--- src/rtl/pipe_ctrl_if.sv ---
// Handshake bundle between the pipeline sequencer and the stage registers:
// stall/exception/halt requests in, stall vector, flush redirect and halt status out.
interface pipe_ctrl_if;
  logic        stallreq_id;
  logic        stallreq_ex;
  logic        stallreq_mem;
  logic        exc_req;
  logic [31:0] exc_pc;
  logic        halt_req;
  logic [5:0]  stall;
  logic        flush;
  logic [31:0] new_pc;
  logic        halt_ack;
  logic [1:0]  state_o;
  logic        stall_timeout;

  modport master (
    output stallreq_id, stallreq_ex, stallreq_mem, exc_req, exc_pc, halt_req,
    input  stall, flush, new_pc, halt_ack, state_o, stall_timeout
  );

  modport slave (
    input  stallreq_id, stallreq_ex, stallreq_mem, exc_req, exc_pc, halt_req,
    output stall, flush, new_pc, halt_ack, state_o, stall_timeout
  );
endinterface

--- src/rtl/pipe_ctrl.sv ---
// Five-stage pipeline sequencer: stall vector, exception flush/redirect, halt/drain handshake.
// Optional stall watchdog enabled by defining PIPE_STALL_WDOG_EN.
module pipe_ctrl #(
  parameter int DRAIN_CYCLES = 4,
  parameter int CNT_W        = 3,
  parameter int STALL_MAX    = 255,
  parameter int WDOG_W       = 8
) (
  input logic       clk,
  input logic       rst,
  pipe_ctrl_if.slave bus
);

  typedef enum logic [1:0] {
    ST_RUN    = 2'd0,
    ST_FLUSH  = 2'd1,
    ST_DRAIN  = 2'd2,
    ST_HALTED = 2'd3
  } state_t;

  localparam logic [CNT_W-1:0] CNT_LAST = CNT_W'(DRAIN_CYCLES - 1);
  localparam logic [CNT_W-1:0] CNT_ONE  = CNT_W'(1'b1);

  state_t           state_r;
  state_t           next_state_s;
  logic [CNT_W-1:0] cnt_r;
  logic [CNT_W-1:0] cnt_nxt_s;
  logic             flush_r;
  logic             halt_ack_r;
  logic [31:0]      new_pc_r;
  logic [31:0]      new_pc_nxt_s;
  logic [5:0]       base_s;
  logic [5:0]       stall_s;
  logic             drain_adv_s;

  // Base stall request decode, deepest stage wins
  always_comb begin
    base_s = 6'b000000;
    if (bus.stallreq_mem) begin
      base_s = 6'b011111;
    end else if (bus.stallreq_ex) begin
      base_s = 6'b001111;
    end else if (bus.stallreq_id) begin
      base_s = 6'b000111;
    end else begin
      base_s = 6'b000000;
    end
  end

  // A bubble only counts as drained when nothing downstream is holding ID/EX
  assign drain_adv_s = !bus.stallreq_ex && !bus.stallreq_mem;

  // State register
  always_ff @(posedge clk) begin
    if (rst) begin
      state_r <= ST_RUN;
    end else begin
      state_r <= next_state_s;
    end
  end

  // Next-state decode
  always_comb begin
    next_state_s = state_r;
    case (state_r)
      ST_RUN: begin
        if (bus.exc_req) begin
          next_state_s = ST_FLUSH;
        end else if (bus.halt_req) begin
          next_state_s = ST_DRAIN;
        end else begin
          next_state_s = ST_RUN;
        end
      end
      ST_FLUSH: begin
        if (bus.halt_req) begin
          next_state_s = ST_DRAIN;
        end else begin
          next_state_s = ST_RUN;
        end
      end
      ST_DRAIN: begin
        if (bus.exc_req) begin
          next_state_s = ST_FLUSH;
        end else if (!bus.halt_req) begin
          next_state_s = ST_RUN;
        end else if (drain_adv_s && (cnt_r == CNT_LAST)) begin
          next_state_s = ST_HALTED;
        end else begin
          next_state_s = ST_DRAIN;
        end
      end
      ST_HALTED: begin
        if (!bus.halt_req) begin
          next_state_s = ST_RUN;
        end else begin
          next_state_s = ST_HALTED;
        end
      end
      default: next_state_s = ST_RUN;
    endcase
  end

  // Stall vector and next values of the registered outputs
  always_comb begin
    stall_s      = 6'b000000;
    cnt_nxt_s    = cnt_r;
    new_pc_nxt_s = new_pc_r;
    case (state_r)
      ST_RUN:    stall_s = base_s;
      ST_FLUSH:  stall_s = 6'b000000;
      ST_DRAIN:  stall_s = base_s | 6'b000011;
      ST_HALTED: stall_s = 6'b111111;
      default:   stall_s = 6'b000000;
    endcase
    if (rst) begin
      stall_s = 6'b000000;
    end else begin
      stall_s = stall_s;
    end
    if (next_state_s == ST_FLUSH) begin
      new_pc_nxt_s = bus.exc_pc;
    end else begin
      new_pc_nxt_s = new_pc_r;
    end
    // Any entry into DRAIN (from RUN or FLUSH) restarts the count
    if ((state_r == ST_DRAIN) && (next_state_s == ST_DRAIN)) begin
      if (drain_adv_s) begin
        cnt_nxt_s = cnt_r + CNT_ONE;
      end else begin
        cnt_nxt_s = cnt_r;
      end
    end else begin
      cnt_nxt_s = {CNT_W{1'b0}};
    end
  end

  // Registered outputs and drain counter
  always_ff @(posedge clk) begin
    if (rst) begin
      flush_r    <= 1'b0;
      halt_ack_r <= 1'b0;
      new_pc_r   <= 32'h0000_0000;
      cnt_r      <= {CNT_W{1'b0}};
    end else begin
      flush_r    <= (next_state_s == ST_FLUSH);
      halt_ack_r <= (next_state_s == ST_HALTED);
      new_pc_r   <= new_pc_nxt_s;
      cnt_r      <= cnt_nxt_s;
    end
  end

`ifdef PIPE_STALL_WDOG_EN
  localparam logic [WDOG_W-1:0] WDOG_MAX = WDOG_W'(STALL_MAX);
  localparam logic [WDOG_W-1:0] WDOG_ONE = WDOG_W'(1'b1);

  logic [WDOG_W-1:0] wdog_r;
  logic [WDOG_W-1:0] wdog_nxt_s;
  logic              timeout_r;

  // Consecutive-stall counter, saturating; FLUSH and HALTED are not real stalls
  always_comb begin
    wdog_nxt_s = wdog_r;
    if ((state_r == ST_FLUSH) || (state_r == ST_HALTED) || (base_s == 6'b000000)) begin
      wdog_nxt_s = {WDOG_W{1'b0}};
    end else if (wdog_r != WDOG_MAX) begin
      wdog_nxt_s = wdog_r + WDOG_ONE;
    end else begin
      wdog_nxt_s = wdog_r;
    end
  end

  // Counter register and sticky timeout flag
  always_ff @(posedge clk) begin
    if (rst) begin
      wdog_r    <= {WDOG_W{1'b0}};
      timeout_r <= 1'b0;
    end else begin
      wdog_r    <= wdog_nxt_s;
      timeout_r <= timeout_r | (wdog_nxt_s == WDOG_MAX);
    end
  end

  assign bus.stall_timeout = timeout_r;
`else
  logic unused_wdog_cfg_s;
  assign unused_wdog_cfg_s  = ^{32'(STALL_MAX), 32'(WDOG_W)};
  assign bus.stall_timeout  = 1'b0;
`endif

  assign bus.stall    = stall_s;
  assign bus.flush    = flush_r;
  assign bus.new_pc   = new_pc_r;
  assign bus.halt_ack = halt_ack_r;
  assign bus.state_o  = state_r;

endmodule

--- src/flat_wrapper.sv ---
// flat-port wrapper written by rule: the top's interface ports become plain ports
module pipe_ctrl_flat 
#(
  parameter int DRAIN_CYCLES = 4,
  parameter int CNT_W        = 3,
  parameter int STALL_MAX    = 255,
  parameter int WDOG_W       = 8
)
  (clk, rst, bus_stallreq_id, bus_stallreq_ex, bus_stallreq_mem, bus_exc_req, bus_exc_pc, bus_halt_req, bus_stall, bus_flush, bus_new_pc, bus_halt_ack, bus_state_o, bus_stall_timeout);
  pipe_ctrl_if bus_i ();
  input logic clk;
  input logic rst;
  input wire logic [$bits(bus_i.stallreq_id)-1:0] bus_stallreq_id;
  input wire logic [$bits(bus_i.stallreq_ex)-1:0] bus_stallreq_ex;
  input wire logic [$bits(bus_i.stallreq_mem)-1:0] bus_stallreq_mem;
  input wire logic [$bits(bus_i.exc_req)-1:0] bus_exc_req;
  input wire logic [$bits(bus_i.exc_pc)-1:0] bus_exc_pc;
  input wire logic [$bits(bus_i.halt_req)-1:0] bus_halt_req;
  output wire logic [$bits(bus_i.stall)-1:0] bus_stall;
  output wire logic [$bits(bus_i.flush)-1:0] bus_flush;
  output wire logic [$bits(bus_i.new_pc)-1:0] bus_new_pc;
  output wire logic [$bits(bus_i.halt_ack)-1:0] bus_halt_ack;
  output wire logic [$bits(bus_i.state_o)-1:0] bus_state_o;
  output wire logic [$bits(bus_i.stall_timeout)-1:0] bus_stall_timeout;
  assign bus_i.stallreq_id = bus_stallreq_id;
  assign bus_i.stallreq_ex = bus_stallreq_ex;
  assign bus_i.stallreq_mem = bus_stallreq_mem;
  assign bus_i.exc_req = bus_exc_req;
  assign bus_i.exc_pc = bus_exc_pc;
  assign bus_i.halt_req = bus_halt_req;
  assign bus_stall = bus_i.stall;
  assign bus_flush = bus_i.flush;
  assign bus_new_pc = bus_i.new_pc;
  assign bus_halt_ack = bus_i.halt_ack;
  assign bus_state_o = bus_i.state_o;
  assign bus_stall_timeout = bus_i.stall_timeout;
  pipe_ctrl #(.DRAIN_CYCLES(DRAIN_CYCLES), .CNT_W(CNT_W), .STALL_MAX(STALL_MAX), .WDOG_W(WDOG_W)) u_core (.clk(clk), .rst(rst), .bus(bus_i));
endmodule
--- config.mk ---
export PLATFORM = sky130hd
export DESIGN_NAME = pipe_ctrl_flat
export DESIGN_NICKNAME = d
export VERILOG_FILES = /design/src/rtl/pipe_ctrl_if.sv /design/src/rtl/pipe_ctrl.sv /design/src/flat_wrapper.sv
export SDC_FILE = /design/constraint.sdc
export NUM_CORES = 1
export LEC_CHECK = 0
export CAP_MARGIN = 20
export CORE_MARGIN = 3
export CORE_UTILIZATION = 54
export DETAILED_ROUTE_END_ITERATION = 10
export DONT_BUFFER_PORTS = 1
export GPL_TIMING_DRIVEN = 0
export PLACE_DENSITY = 0.7
export SKIP_CTS_REPAIR_TIMING = 1
export SLEW_MARGIN = 30
export SYNTH_ARGS = -nofsm -noshare
export SYNTH_HDL_FRONTEND = slang
export SYNTH_SLANG_ARGS = --single-unit
--- constraint.sdc ---
create_clock -name clk -period 1.65 [get_ports clk]
set_input_delay 0.495 -clock clk [delete_from_list [all_inputs] [get_ports clk]]
set_output_delay 0.495 -clock clk [all_outputs]
set_load 0.03 [all_outputs]
==> results.ini <==
[run_status]
outcome = finished, violations left
violations = negative setup slack

[global_route]
grt_pass1_wl_mm = 4.67
use_met3_pct = 9.65
overflow = 0
top_usage_layer = met2
grt_util_met2_pct = 29.8
antenna_found_initial = 0
gr-usage-all-layers_pct = 17.8
grt_max_degree = 13
grt_pass1_vias = 1105
met1_usage_pct = 19.1

[timing]
setup_viol = 6
drv_slew = 0
worstMarginPinSlew_ns = 0.547
fin_ws_ns = -0.350
post-route-period-util_pct = 121
finClkSkew_ns = 0.00561
relSlewSlack_pct = 63.5
hold_viol = 0
rsz0062_at_grt = yes
max_freq_mhz = 500
tns_ns = -1.62
post-route-min-period_ns = 2.00

[synthesis]
yosys.area.top_type = dfxtp_1
synth_fp_nets = 226
synth_area_per_cell_sq_um = 7.98
synth_edf_count = 0
synth.distinct_cells = 26
ys_ff_latch = 39
yosysMostFrequentCell = nand2_1
ys.warnings.count = 0
synth_cells = 185
ys.flop_type = dfxtp_1
yosys.area.top_type_share_pct = 52.9
synth_area_leaders = dfxtp_1, nand2_1, a21oi_1, buf_2, ha_1
netlist_top_cells_count = nand2_1, dfxtp_1, a21oi_1
synth_area_sq_mm = 0.00148
postSynth.asyncResetShare_pct = 0
yosysSeqAreaShare_pct = 52.9

[routing]
ant_nets = 0
vias = 1217
first_iter_violations = 61
wl_mm = 3.21
drc_errors = 0
wl_per_cell_um = 14.1
viasPerCell = 5.34
dr.pass1.iters = 4

[pwr]
fin_total_pwr_mw = 1.99
power_density_mw_per_mm2 = 1120
power.leakage_nw = 0.671
ir_drop_mv = 0.945

[worst_setup_path]
cpPeakStageDelay_ns = 0.43
crit_chain = buf_8, clkinvlp_4, a21oi_4, nor2_4, buf_6
worstPathArrival_ns = 1.51
critPathRequiredTime_ns = 1.15
worst_setup_path_start_kind = register
endpoint_kind = primary output
critical_path_peak_fanout = 7
critPathKind = reg -> out
critPathSlowestCell = dfxtp_4

[cells_and_area]
nNetsFinal = 238
final_cell_area_sq_mm = 0.00177
drive_above_1_share_pct = 21.2
syn2layout_area_growth_pct = 20.1
diodes = 0
utilization_pct = 69.7

[clock_network]
cts_buffer_depth = 2
cts_max_level = 2
cts_sinks = 39
path_clk_slew_ns = 0.11
clk_latency_ns = 0.33
root_buffer = clkbuf_4
cts_made_buffers = 5
cts_tree = yes

[die]
core-area_sq_mm = 0.00254
die_w_um = 58.3
num_io_pins = 82
start_util_pct = 58.0
die_y_um = 58.3
design.die.area_sq_mm = 0.00340
row_count = 18

[place]
place_congestion = 0.664
place_hpwl_mm = 2.22
place_area_sq_mm = 0.00156
portBuffers = 0

[flow_run]
cap_violations = 0

[min_path]
hold_class = in -> reg

==> worst paths after layout <==
| kind | from | end | slack [ns] | cells after the start |
|---|---|---|---|---|
| worst max-delay path | u_core.bus.state_o[0] | bus_stall[1] | -0.35 | 5 |
| worst min-delay path | bus_exc_pc[30] | u_core.bus.new_pc[30] | 0.28 | 2 |
| worst max register to register | u_core.cnt_r[0] | u_core.cnt_r[2] | 0.07 | 5 |
| worst min register to register | u_core.cnt_r[1] | u_core.cnt_r[1] | 0.51 | 2 |
==> cell families (layout without fill, tap and decap cells) <==
group                      count (synthesis)  count (layout)  synth area share [%]
AOI/OAI and AO/OA                         42              42                  15.2
xor gates and xnor gates                   1               1                 0.593
adders and majority gates                  2               2                  1.69
buffers and inverters                     18              31                  5.85
DFF                                       39              39                  52.9
muxes                                      1               1                 0.678
other                                      1               1                 0.254
and+or+nand+nor                           81              81                  22.9
==> per-layer routing <==
layer  vias to the layer above  share of wire (%)  routed length, um
li1                        622                  -                  -
met1                       533                 37               1190
met2                        60                 50               1610
met3                         2                 12                385
met4                         0               0.47                 15
met5                         -                  0                  0
==> layout make-up <==
class,count,area [sq um]
Fill cell,207,772
Multi-Input combinational cell,128,717
Timing Repair Buffer,5,37.5
Buffer,15,88.8
Clock buffer,6,51.3
Sequential cell,39,791
Tap cell,30,37.5
Inverter,3,15.0
Clock inverter,2,35.0
==> cell usage in the layout (no fill, tap or decap), types with 2 or more instances in the layout <==
master,n
dfxtp_2,2
nor2_4,2
nand2b_1,2
inv_1,2
ha_4,2
buf_4,6
clkbuf_1,4
buf_2,8
clkbuf_4,5
a21oi_1,36
dfxtp_1,35
nor2_1,4
dfxtp_4,2
nand2_1,65
==> registers in the layout (all words and copies together), names as in the netlist <==
name / flops
u_core.bus.flush: 1
u_core.bus.halt_ack: 1
u_core.bus.state_o: 2
u_core.bus.new_pc: 32
u_core.cnt_r: 3
==> critical path, delay by kind of cell, from the launching register on <==
| kind | cells | cell delay (ns) |
|---|---|---|
| buf+inv | 3 | 0.48 |
| flops | 1 | 0.43 |
| compound gates | 1 | 0.18 |
| simple gates | 1 | 0.09 |
==> metrics by stage <==
step	std cells	hold slack (ns)	worst slack [ns]
2_1_floorplan	185	0.453	-0.116
3_3_place_gp	215	0.466	-0.134
3_5_place_dp	215	0.472	-0.139
4_1_cts	223	0.257	-0.522
5_1_grt	228	0.254	-0.437
6_report	228	0.277	-0.350
==> power breakdown <==
group          internal [mW]  leakage (nW)  total [mW]  switching, mW
Combinational         0.0807         0.300       0.208          0.127
Clock                  0.358        0.0482       0.655          0.297
Sequential             0.990         0.323        1.12          0.133
Power figures use the tool's default switching activity.
